[config.mk]
export PLATFORM = sky130hd
export DESIGN_NAME = pool_flatten
export DESIGN_NICKNAME = d
export VERILOG_FILES = /design/src/rtl/pool_flatten.sv
export SDC_FILE = /design/constraint.sdc
export NUM_CORES = 1
export LEC_CHECK = 0
export CAP_MARGIN = 15
export CELL_PAD_IN_SITES_DETAIL_PLACEMENT = 2
export CELL_PAD_IN_SITES_GLOBAL_PLACEMENT = 2
export CORE_MARGIN = 3
export CORE_UTILIZATION = 35
export DETAILED_ROUTE_END_ITERATION = 10
export GPL_TIMING_DRIVEN = 0
export HOLD_SLACK_MARGIN = 0.06
export PLACE_DENSITY_LB_ADDON = 0.05
export SLEW_MARGIN = 10
export SYNTH_ARGS = -nofsm -noshare
export SYNTH_HDL_FRONTEND = slang
export SYNTH_SLANG_ARGS = --single-unit
[constraint.sdc]
create_clock -name clk -period 5.53 [get_ports clk]
set_input_delay 1.659 -clock clk [delete_from_list [all_inputs] [get_ports clk]]
set_output_delay 1.659 -clock clk [all_outputs]
set_load 0.02 [all_outputs]
[src/rtl/pool_flatten.sv]
// 2x2 max-pool of two 64x64 layer-0 maps into two 32x32 layer-1 maps.
// Define POOL_FLATTEN_FLAT_EN to also emit the interleaved 2048-entry layer-2 flatten.
module pool_flatten #(
  parameter int unsigned DW = 20
) (
  input  logic          clk,
  input  logic          reset,
  input  logic          i_start,
  output logic          o_busy,
  output logic          o_done,
  output logic          o_crd,
  output logic [11:0]   o_caddr_rd,
  input  logic [DW-1:0] i_cdata_rd,
  output logic          o_cwr,
  output logic [11:0]   o_caddr_wr,
  output logic [DW-1:0] o_cdata_wr,
  output logic [2:0]    o_csel
);

  typedef enum logic [3:0] {
    StIdle, StRd0, StRd1, StRd2, StRd3, StCap, StWrL1, StWrL2, StDone
  } state_t;

  state_t        r_state, w_state_next;
  logic [10:0]   r_idx;  // {pr, pc, k}
  logic [DW-1:0] r_max;
  logic          r_start_d;
  logic [11:0]   r_caddr_rd, r_caddr_wr;
  logic [DW-1:0] r_cdata_wr;

  logic [4:0]    w_pr, w_pc;
  logic          w_k, w_last, w_advance;
  logic          w_rd, w_wr, w_busy, w_done;
  logic [2:0]    w_csel;
  logic [11:0]   w_rd_addr, w_wr_addr;
  logic [DW-1:0] w_wr_data;

  assign w_pr   = r_idx[10:6];
  assign w_pc   = r_idx[5:1];
  assign w_k    = r_idx[0];
  assign w_last = &r_idx;

  always_comb begin
    w_state_next = r_state;
    w_rd         = 1'b0;
    w_wr         = 1'b0;
    w_busy       = 1'b0;
    w_done       = 1'b0;
    w_advance    = 1'b0;
    w_csel       = 3'b000;
    w_rd_addr    = r_caddr_rd;
    w_wr_addr    = r_caddr_wr;
    w_wr_data    = r_cdata_wr;
    unique case (r_state)
      StIdle: begin
        // Rising edge only, so a start held high yields a single pass.
        if (i_start && !r_start_d) w_state_next = StRd0;
      end
      StRd0, StRd1, StRd2, StRd3: begin
        w_busy    = 1'b1;
        w_rd      = 1'b1;
        w_csel    = w_k ? 3'b010 : 3'b001;
        w_rd_addr = {w_pr, (r_state == StRd2) || (r_state == StRd3),
                     w_pc, (r_state == StRd1) || (r_state == StRd3)};
        unique case (r_state)
          StRd0:   w_state_next = StRd1;
          StRd1:   w_state_next = StRd2;
          StRd2:   w_state_next = StRd3;
          default: w_state_next = StCap;
        endcase
      end
      StCap: begin
        w_busy       = 1'b1;
        w_state_next = StWrL1;
      end
      StWrL1: begin
        w_busy    = 1'b1;
        w_wr      = 1'b1;
        w_csel    = w_k ? 3'b100 : 3'b011;
        w_wr_addr = {2'b00, w_pr, w_pc};
        w_wr_data = r_max;
`ifdef POOL_FLATTEN_FLAT_EN
        w_state_next = StWrL2;
`else
        w_advance    = 1'b1;
        w_state_next = w_last ? StDone : StRd0;
`endif
      end
`ifdef POOL_FLATTEN_FLAT_EN
      StWrL2: begin
        w_busy       = 1'b1;
        w_wr         = 1'b1;
        w_csel       = 3'b101;
        w_wr_addr    = {1'b0, r_idx};
        w_wr_data    = r_max;
        w_advance    = 1'b1;
        w_state_next = w_last ? StDone : StRd0;
      end
`endif
      StDone: begin
        w_done       = 1'b1;
        w_state_next = StIdle;
      end
      default: w_state_next = StIdle;
    endcase
  end

  always_ff @(posedge clk or posedge reset) begin
    if (reset) begin
      r_state    <= StIdle;
      r_idx      <= '0;
      r_max      <= '0;
      r_start_d  <= 1'b0;
      r_caddr_rd <= '0;
      r_caddr_wr <= '0;
      r_cdata_wr <= '0;
    end else begin
      r_state    <= w_state_next;
      r_start_d  <= i_start;
      r_caddr_rd <= w_rd_addr;
      r_caddr_wr <= w_wr_addr;
      r_cdata_wr <= w_wr_data;
      if (r_state == StIdle) begin
        r_idx <= '0;
      end else if (w_advance) begin
        r_idx <= r_idx + 11'd1;
      end
      // Read data trails its address by one cycle: RD0's word arrives in RD1.
      if (r_state == StRd1) begin
        r_max <= i_cdata_rd;
      end else if ((r_state == StRd2 || r_state == StRd3 || r_state == StCap) &&
                   (i_cdata_rd > r_max)) begin
        r_max <= i_cdata_rd;
      end
    end
  end

  assign o_busy     = w_busy;
  assign o_done     = w_done;
  assign o_crd      = w_rd;
  assign o_cwr      = w_wr;
  assign o_csel     = w_csel;
  assign o_caddr_rd = w_rd_addr;
  assign o_caddr_wr = w_wr_addr;
  assign o_cdata_wr = w_wr_data;

endmodule

**Yosys cells after proc, flatten, opt, wreduce, memory -nomap -nowiden**

Cells that the tools add are included.

- Magnitude comparators: 1
- $add $sub $neg: 1
- Multiplexer cells: 18
- Equal/unequal tests: 8
- Reduce and logical (&&, ||, !) cells: 12

Operators by type and width:

| cell | count |
|---|---|
| 2-to-1 mux 20 bit | 3 |
| 2-to-1 mux 12 bit | 2 |
| 2-to-1 mux 11 bit | 2 |
| > comparator 20 bit | 1 |
| one-hot mux 4 bit (4 select lines) | 1 |
| == test 4 x 3 -> 1 bit (second input constant) | 3 |
| adder 11 x 1 -> 11 bit (second input constant) | 1 |
| AND reduction 11 bit | 1 |
| one-hot mux 3 bit (3 select lines) | 1 |
| == test 4 x 2 -> 1 bit (second input constant) | 2 |
| 2-to-1 mux 4 bit | 2 |
| one-hot mux 3 bit (2 select lines) | 1 |
| OR reduction 6 bit | 1 |
| == test 4 x 1 -> 1 bit (second input constant) | 1 |
| == test 4 bit (second input constant) | 1 |
| zero test 4 bit | 1 |
| 2-to-1 mux 1 bit | 4 |
| nonzero test 2 bit | 2 |
| OR reduction 4 bit | 1 |
| logical OR 1 bit | 3 |
| 2-to-1 mux 3 bit | 1 |
| logical AND 1 bit | 2 |
| 2-to-1 mux 2 bit | 1 |
| inequality test 2 bit (second input constant) | 1 |
| zero test 1 bit | 1 |

- Flip-flop bits (word level): 80
- Input bits: 23
- Output and inout bits: 51
- Word-level logic and storage cells: 47

**Longest topological paths before layout**

Gate-level depths: netlist (run 1).

- Depth after elaboration: 6
- Gate-level depth with buffers: 8
- Mapped depth without buffers: 7

**Least setup slack after synthesis (run 1)**

No wires, ideal clock.

- Path type: register to output
- Start: reg r_state[2]
- End: out o_cdata_wr[19]
- Path buffers: 2
- Cell stages (with the launch flop): 6
- Data required time: 3.871 ns
- Setup slack: 2.214 ns
- Arrival: 1.657 ns
- Path through: dfrtp_1 > nand2_1 > or3_1 > buf_2 > clkbuf_1 > o21ai_0

- Cells in the longest elaborated chain, start to end: 2

RTL lines:

| element | RTL line | RTL |
|---|---|---|
| start: declaration | 24 | `state_t r_state, w_state_next;` |
| start signal: assignment | 110 | `r_state <= StIdle;` |
| start signal: assignment | 118 | `r_state <= w_state_next;` |
| == test 4 x 3 -> 1 bit | 54 | `unique case (r_state)` |
| 2-to-1 mux 20 bit | 54 |  |
| end: declaration | 16 | `output logic [DW-1:0] o_cdata_wr,` |

Every way passes these cells.

**Worst setup path after layout (run 1)**

- Start: reg r_state[2]
- End: out o_caddr_wr[2]

- Cells in the longest elaborated chain, start to end: 2

RTL lines:

| element | RTL line | RTL |
|---|---|---|
| == test 4 x 3 -> 1 bit | 54 |  |
| 2-to-1 mux 12 bit | 54 |  |
| end: declaration | 15 | `output logic [11:0] o_caddr_wr,` |

Every way passes these cells.

==> impl_metrics.env, run 1 <==
export IMPL_cts_resized=0
export IMPL_synth_avg_cell_area_um2=9.58
export IMPL_grt_use_met3=0.0342
export IMPL_crit_start="r_state[2]"
export IMPL_first_pass_iters=4
export IMPL_cts_htree_levels=3
export IMPL_detail_route_antenna_nets=0
export IMPL_worstSkewPairLatency_ps=350
export IMPL_antenna_found_initial=0
export IMPL_post_route_drc_count=0
export IMPL_ys_seq_elements=80
export IMPL_num_vias=3460
export IMPL_fill_cells=1194
export IMPL_cts_made_buffers=9
export IMPL_leakage_nw=2.46
export IMPL_multi_input_area_mm2=0.00181
export IMPL_final_nets=548
export IMPL_drive_gt1_frac=0.0943
export IMPL_grt_pass1_vias=3901
export IMPL_syn_instance_count=419
export IMPL_die_area_mm2=0.0128
export IMPL_relSlewSlack=0.478
export IMPL_tns_ps=0
export IMPL_yosys_top_cells_area="dfrtp_1, nand2_1, ha_1"
export IMPL_rows=38
export IMPL_ioPinCount=74
export IMPL_period_needed_ps=4450
export IMPL_drt_total_wl_um=12100
export IMPL_slew_viol_final=0
export IMPL_drtIter0Drc=135
export IMPL_final_cells=649
export IMPL_finalSetupViolations=0
export IMPL_gr_total_overflow=0
export IMPL_synthesis_area_mm2=0.00402
export IMPL_fmax_mhz=225
export IMPL_synth_fp_nets=463
export IMPL_hold_violations=0
export IMPL_globalplace_congestion=0.782
export IMPL_initial_core_util=0.364
export IMPL_arrival_ps=2790
export IMPL_cap_violations=0
export IMPL_synth_distinct_cells=42
export IMPL_start_kind="register"
export IMPL_diodes=0
export IMPL_yosysSeqAreaShare=0.499
export IMPL_crit_path_max_fanout=10
export IMPL_r2r_cells=8
export IMPL_hp_class="register to register"
export IMPL_r2r_start="r_max[3]"
export IMPL_seqCellArea_mm2=0.00200
export IMPL_clkTransAtPathRegs_ps=60
export IMPL_worst_pin_slew_ps=782
export IMPL_grt_use_met2=0.344
export IMPL_drt_wirelength_per_cell_um=18.7
export IMPL_detailed_place_hpwl_um=8570
export IMPL_clockBufferDepth=2
export IMPL_synthToLayoutAreaGrowth_pct=31.9
export IMPL_cts_tree="yes"
export IMPL_grt_max_degree=43
export IMPL_die_h_um=113
export IMPL_grt_usage=0.203
export IMPL_fin_crit_sh=0.805
export IMPL_r2r_slack_ps=3040
export IMPL_cts_sinks=80
export IMPL_holdBufCountCts=0
export IMPL_root_buffer="clkbuf_16"
export IMPL_design_core_area_mm2=0.0110
export IMPL_end_kind="output pin"
export IMPL_status="finished clean"
export IMPL_die_width_um=113
export IMPL_reg2reg_to="r_max[8]"
export IMPL_cts_setup_buffers=0
export IMPL_use_met1=0.260
export IMPL_yosysTopAreaCell="dfrtp_1"
export IMPL_endpoint="o_caddr_wr[2]"
export IMPL_final_setup_skew_ps=6.97
export IMPL_routed_via_density=5.33
export IMPL_busiest_layer="met2"
export IMPL_grt_pass1_wl_um=20500
export IMPL_crit_required_ps=3870
export IMPL_io_buffers=73
export IMPL_powerDensity_mw_per_mm2=583
export IMPL_synth_top_area_share=0.499
export IMPL_peakVddDrop_mv=0.237
export IMPL_rsz0062_at_grt="false"
export IMPL_holdPathStages=2
export IMPL_criticalPathCategory="register to output pin"
export IMPL_ys_warnings_count=0
export IMPL_dpl_cell_count=633
-- worst max-delay path, stage by stage, from the launching register on --
cell and delay (ps):
dfrtp_1 450, nand2_1 100, or3_1 310, buf_2 180, clkinv_2 70, buf_2 240
buf_2 290, nand2_1 100, nand2_1 100, clkdlybuf4s50_1 610
-- flip-flops by register name, indices dropped and copies added, names as in the netlist --
| signal | flops |
|---|---|
| r_max | 20 |
| r_cdata_wr | 20 |
| r_caddr_wr | 12 |
| r_start_d | 1 |
| r_idx | 11 |
| r_caddr_rd | 12 |
| r_state | 4 |
-- metrics by stage --
step           power [W]  cell area [um2]   util  setup WS (ps)  hold slack [ps]
3_5_place_dp     0.00241             4950  0.449           1300              462
2_1_floorplan    0.00180             4020      -           1820              498
6_report         0.00309             5300  0.480           1080              476
5_1_grt          0.00333             5300  0.480            834              512
4_1_cts          0.00313             5300  0.480           1020              478
3_3_place_gp     0.00233             4920  0.446            336              456
-- synth_stat cells, drive strengths merged --
| library cell | n |
|---|---|
| o211ai | 1 |
| dfrtp | 80 |
| clkbuf | 13 |
| nand3b | 1 |
| nand2 | 83 |
| and4 | 1 |
| o221ai | 19 |
| nor4 | 3 |
| a21bo | 1 |
| nor2 | 38 |
| nor2b | 6 |
| xor2 | 8 |
| or3 | 1 |
| o311ai | 2 |
| nor4b | 2 |
| a311oi | 1 |
| nand4b | 1 |
| nor3 | 6 |
| nand4 | 7 |
| nand3 | 6 |
| o21ai | 26 |
| and3 | 5 |
| inv | 22 |
| buf | 11 |
| ha | 21 |
| clkinv | 1 |
| and2 | 2 |
| a22oi | 21 |
| a21oi | 12 |
| nand2b | 3 |
| a21boi | 2 |
| xnor2 | 2 |
| mux2i | 1 |
| mux2 | 10 |
-- cells in the final DEF, fill, tap and decap left out, drive strengths merged, types with 2 or more instances in the layout --
master and count:
a21oi 12, clkdlybuf4s50 73, xnor2 2, ha 21
nand2b 3, xor2 8, a22oi 21, bufinv 3
clkbuf 24, nor4 3, nand4 7, o21ai 26
o221ai 19, dfrtp 80, a21boi 2, inv 22
and2 2, nor2 38, nor2b 6, buf 12
o311ai 2, nor4b 2, mux2 10, and3 5
nor3 6, nand3 6, clkinv 3, nand2 83
-- where the power goes --
| part | switching (W) | total, W | internal (W) |
|---|---|---|---|
| Combinational | 0.000948 | 0.00157 | 0.000619 |
| Sequential | 0.0000677 | 0.000822 | 0.000754 |
| Clock | 0.000245 | 0.000699 | 0.000454 |
| Total | 0.00126 | 0.00309 | 0.00183 |
-- cell families (layout without fill, tap and decap cells) --
family,after synthesis,after routing,synth area share
buffers and inverters,47,137,0.0499
AO/OA/AOI/OAI,85,85,0.146
flip-flops,80,80,0.499
XOR/XNOR,10,10,0.0218
multiplexers,11,11,0.0305
adder cells (fa/ha/maj),21,21,0.0654
AND/OR/NAND/NOR,165,165,0.188
-- cell type report --
cell class / count / share of cell area
plain buffers: 24 / 0.0213
clock buffers: 11 / 0.0458
clock inverters: 5 / 0.0196
inverters: 23 / 0.0170
multi-input cells: 292 / 0.342
flip-flops and latches: 80 / 0.378
well taps: 140 / 0.0331
repair buffers: 74 / 0.143
-- worst min-delay path by stage --
| stage | endpoint | slack, ps | from |
|---|---|---|---|
| global route | r_caddr_wr[2] | 510 | r_caddr_wr[2] |
| detailed placement | r_caddr_wr[5] | 460 | r_caddr_wr[5] |
| global placement | r_caddr_wr[3] | 460 | r_caddr_wr[3] |
| CTS | r_caddr_wr[5] | 480 | r_caddr_wr[5] |
| floorplan | r_state[2] | 500 | r_state[3] |
| finish | r_caddr_wr[5] | 480 | r_caddr_wr[5] |
-- routing by layer --
layer  up-vias  part of all wire
met5         -                 0
met4         0             0.019
met2        54              0.50
li1       1629                 -
met1      1761              0.45
met3        16             0.028
Power figures use the tool's default switching activity.
==> inputs of run 2 (changes only) <==
Settings changed: CORE_UTILIZATION 35 to 29.
Clock period 5.53 ns to 3.6 ns, I/O delays scaled along.
==> run 2 against run 1 <==
  * Flip-flop and latch count unchanged
  * Combinational power is 53% higher
  * Core utilization is 7.7 points lower
==> impl_metrics.env, run 2 (same netlist as run 1, synthesis figures left out) <==
export IMPL_slowest_stage="clkdlybuf4s50_1"
export IMPL_gr_total_overflow=0
export IMPL_place_area_mm2=0.00500
export IMPL_initial_core_util=0.300
export IMPL_final_nets=548
export IMPL_cts_made_buffers=9
export IMPL_crit_chain="or3_1 > buf_2 > clkinv_2 > buf_4 > clkdlybuf4s50_1"
export IMPL_fill_cells=1449
export IMPL_seqCellArea_mm2=0.00200
export IMPL_r2r_slack_ps=1120
export IMPL_start_kind="register"
export IMPL_clockBufferDepth=2
export IMPL_final_cell_mix="nand2_1, dfrtp_1, nor2_1, clkdlybuf4s50_1, dlymetal6s2s_1"
export IMPL_cp_top_family="buffers and inverters"
export IMPL_final_common_cell="nand2_1"
export IMPL_worst_path_buf_inv=4
export IMPL_finalSetupViolations=0
export IMPL_rsz0062_at_grt="false"
export IMPL_fin_total_pwr_w=0.00469
export IMPL_drt_wirelength_per_cell_um=18.2
export IMPL_die_area_mm2=0.0153
export IMPL_status="finished clean"
export IMPL_routed_via_density=5.07
export IMPL_design_core_area_mm2=0.0134
export IMPL_antenna_found_initial=0
export IMPL_globalplace_congestion=0.737
export IMPL_post_route_drc_count=0
export IMPL_grt_max_degree=51
export IMPL_rows=42
export IMPL_synthToLayoutAreaGrowth_pct=34.6
export IMPL_criticalPathCategory="register to output pin"
export IMPL_crit_required_ps=2520
export IMPL_worst_pin_slew_ps=690
export IMPL_die_h_um=124
export IMPL_cts_tree="yes"
export IMPL_leakage_nw=2.89
export IMPL_hold_violations=0
export IMPL_num_vias=3472
export IMPL_fmax_mhz=293
export IMPL_cap_violations=0
export IMPL_cts_sinks=80
export IMPL_worstHoldEndpoint="r_caddr_wr[8]"
export IMPL_r2r_start="r_max[18]"
export IMPL_root_buffer="clkbuf_16"
export IMPL_period_needed_ps=3410
export IMPL_fin_util=0.403
export IMPL_io_buffers=73
export IMPL_detail_route_antenna_nets=0
export IMPL_detailed_place_hpwl_um=9050
export IMPL_relSlewSlack=0.539
export IMPL_slew_viol_final=0
export IMPL_clkTransAtPathRegs_ps=70
export IMPL_hp_start="r_caddr_wr[8]"
export IMPL_first_pass_iters=4
export IMPL_top_regs="r_cdata_wr x20, r_max x20"
export IMPL_holdPathStages=2
export IMPL_cpPeakStageDelay_ps=610
export IMPL_end_kind="output pin"
export IMPL_reg2reg_to="r_max[6]"
export IMPL_cts_htree_levels=3
export IMPL_crit_path_max_fanout=13
export IMPL_drive_gt1_frac=0.116
export IMPL_grt_usage=0.175
export IMPL_arrival_ps=2330
export IMPL_fin_crit_sh=0.948
export IMPL_diodes=0
export IMPL_grt_pass1_wl_um=20500
export IMPL_final_setup_skew_ps=5.57
export IMPL_worstSkewPairLatency_ps=340
export IMPL_powerDensity_mw_per_mm2=867
export IMPL_holdWs_ps=473
export IMPL_grt_pass1_vias=3769
export IMPL_ioPinCount=74
export IMPL_r2r_cells=8
export IMPL_postLayoutCellArea_mm2=0.00541
export IMPL_peakVddDrop_mv=0.369
export IMPL_drt_total_wl_um=12500
export IMPL_drtIter0Drc=139
export IMPL_multi_input_area_mm2=0.00183
export IMPL_die_width_um=124
export IMPL_hp_class="register to register"
==> run 2: cell count changes in the layout (fill, tap and decap cells not counted), sizes merged, moves of 2 or more <==
cell / delta
inv: +3
dlygate4sd2: +13
clkbuf: -2
dlymetal6s2s: +27
clkdlybuf4s50: -40
==> run 2: timing repair <==
item                                    CTS  global route
hold buffers                              0             0
gates resized for setup                  31            35
endpoints found under the setup margin   39            27
setup buffers                             1             0
pin swaps                                 1             0
==> run 2: final cells by class <==
cell class	instances	area share
clock inverter	7	0.0190
multi-input combinational	292	0.338
timing repair buffer	75	0.151
clock buffer	9	0.0417
sequential	80	0.371
inverter	23	0.0167
buffer	23	0.0220
tap	176	0.0407
==> run 2: layer usage <==
| layer | GRT usage | vias to the layer above | part of all wire |
|---|---|---|---|
| li1 | - | 1637 | - |
| met1 | 0.228 | 1772 | 0.46 |
| met2 | 0.302 | 50 | 0.50 |
| met3 | 0.0236 | 13 | 0.025 |
| met4 | 0.0547 | 0 | 0.012 |
| met5 | 0 | - | 0 |
==> run 2: metrics by stage <==
stage                     TNS (ps)  instances  worst slack (ps)
after global routing             0        685              2.85
after detailed placement      -374        669             -58.0
after global placement      -91070        668             -1140
final                            0        685               187
after CTS                        0        685             0.569
after floorplan                  0        419               468
==> run 2: power breakdown <==
group,internal [W],total (W),switching (W)
Combinational,0.000941,0.00240,0.00146
Clock,0.000617,0.00102,0.000408
Sequential,0.00116,0.00126,0.000100
==> run 2: how the worst max path moves through the flow <==
| stage | start | endpoint | slack, ps | cells after the start |
|---|---|---|---|---|
| global placement | reset | r_cdata_wr[15] | -1140 | 2 |
| global route | r_state[3] | o_caddr_rd[6] | 3 | 5 |
| CTS | r_state[0] | o_caddr_wr[4] | 0.6 | 7 |
| detailed placement | i_cdata_rd[18] | r_max[6] | -60 | 8 |
| finish | r_state[0] | o_cwr | 190 | 5 |
| floorplan | reset | r_caddr_rd[0] | 470 | 1 |
==> run 2: tightest hold or removal path, delay by kind of cell (launching register included) <==
kind / cells / cell delay (ps)
simple gates: 2 / 120
flops: 1 / 320
==> inputs of run 3 (changes only) <==
Settings changed: ABC_CLOCK_PERIOD_IN_PS from default to 3600, CTS_CLUSTER_DIAMETER from default to 150.
==> results of run 3 <==
No change in the layout: final DEF, timing and power equal those of run 2.
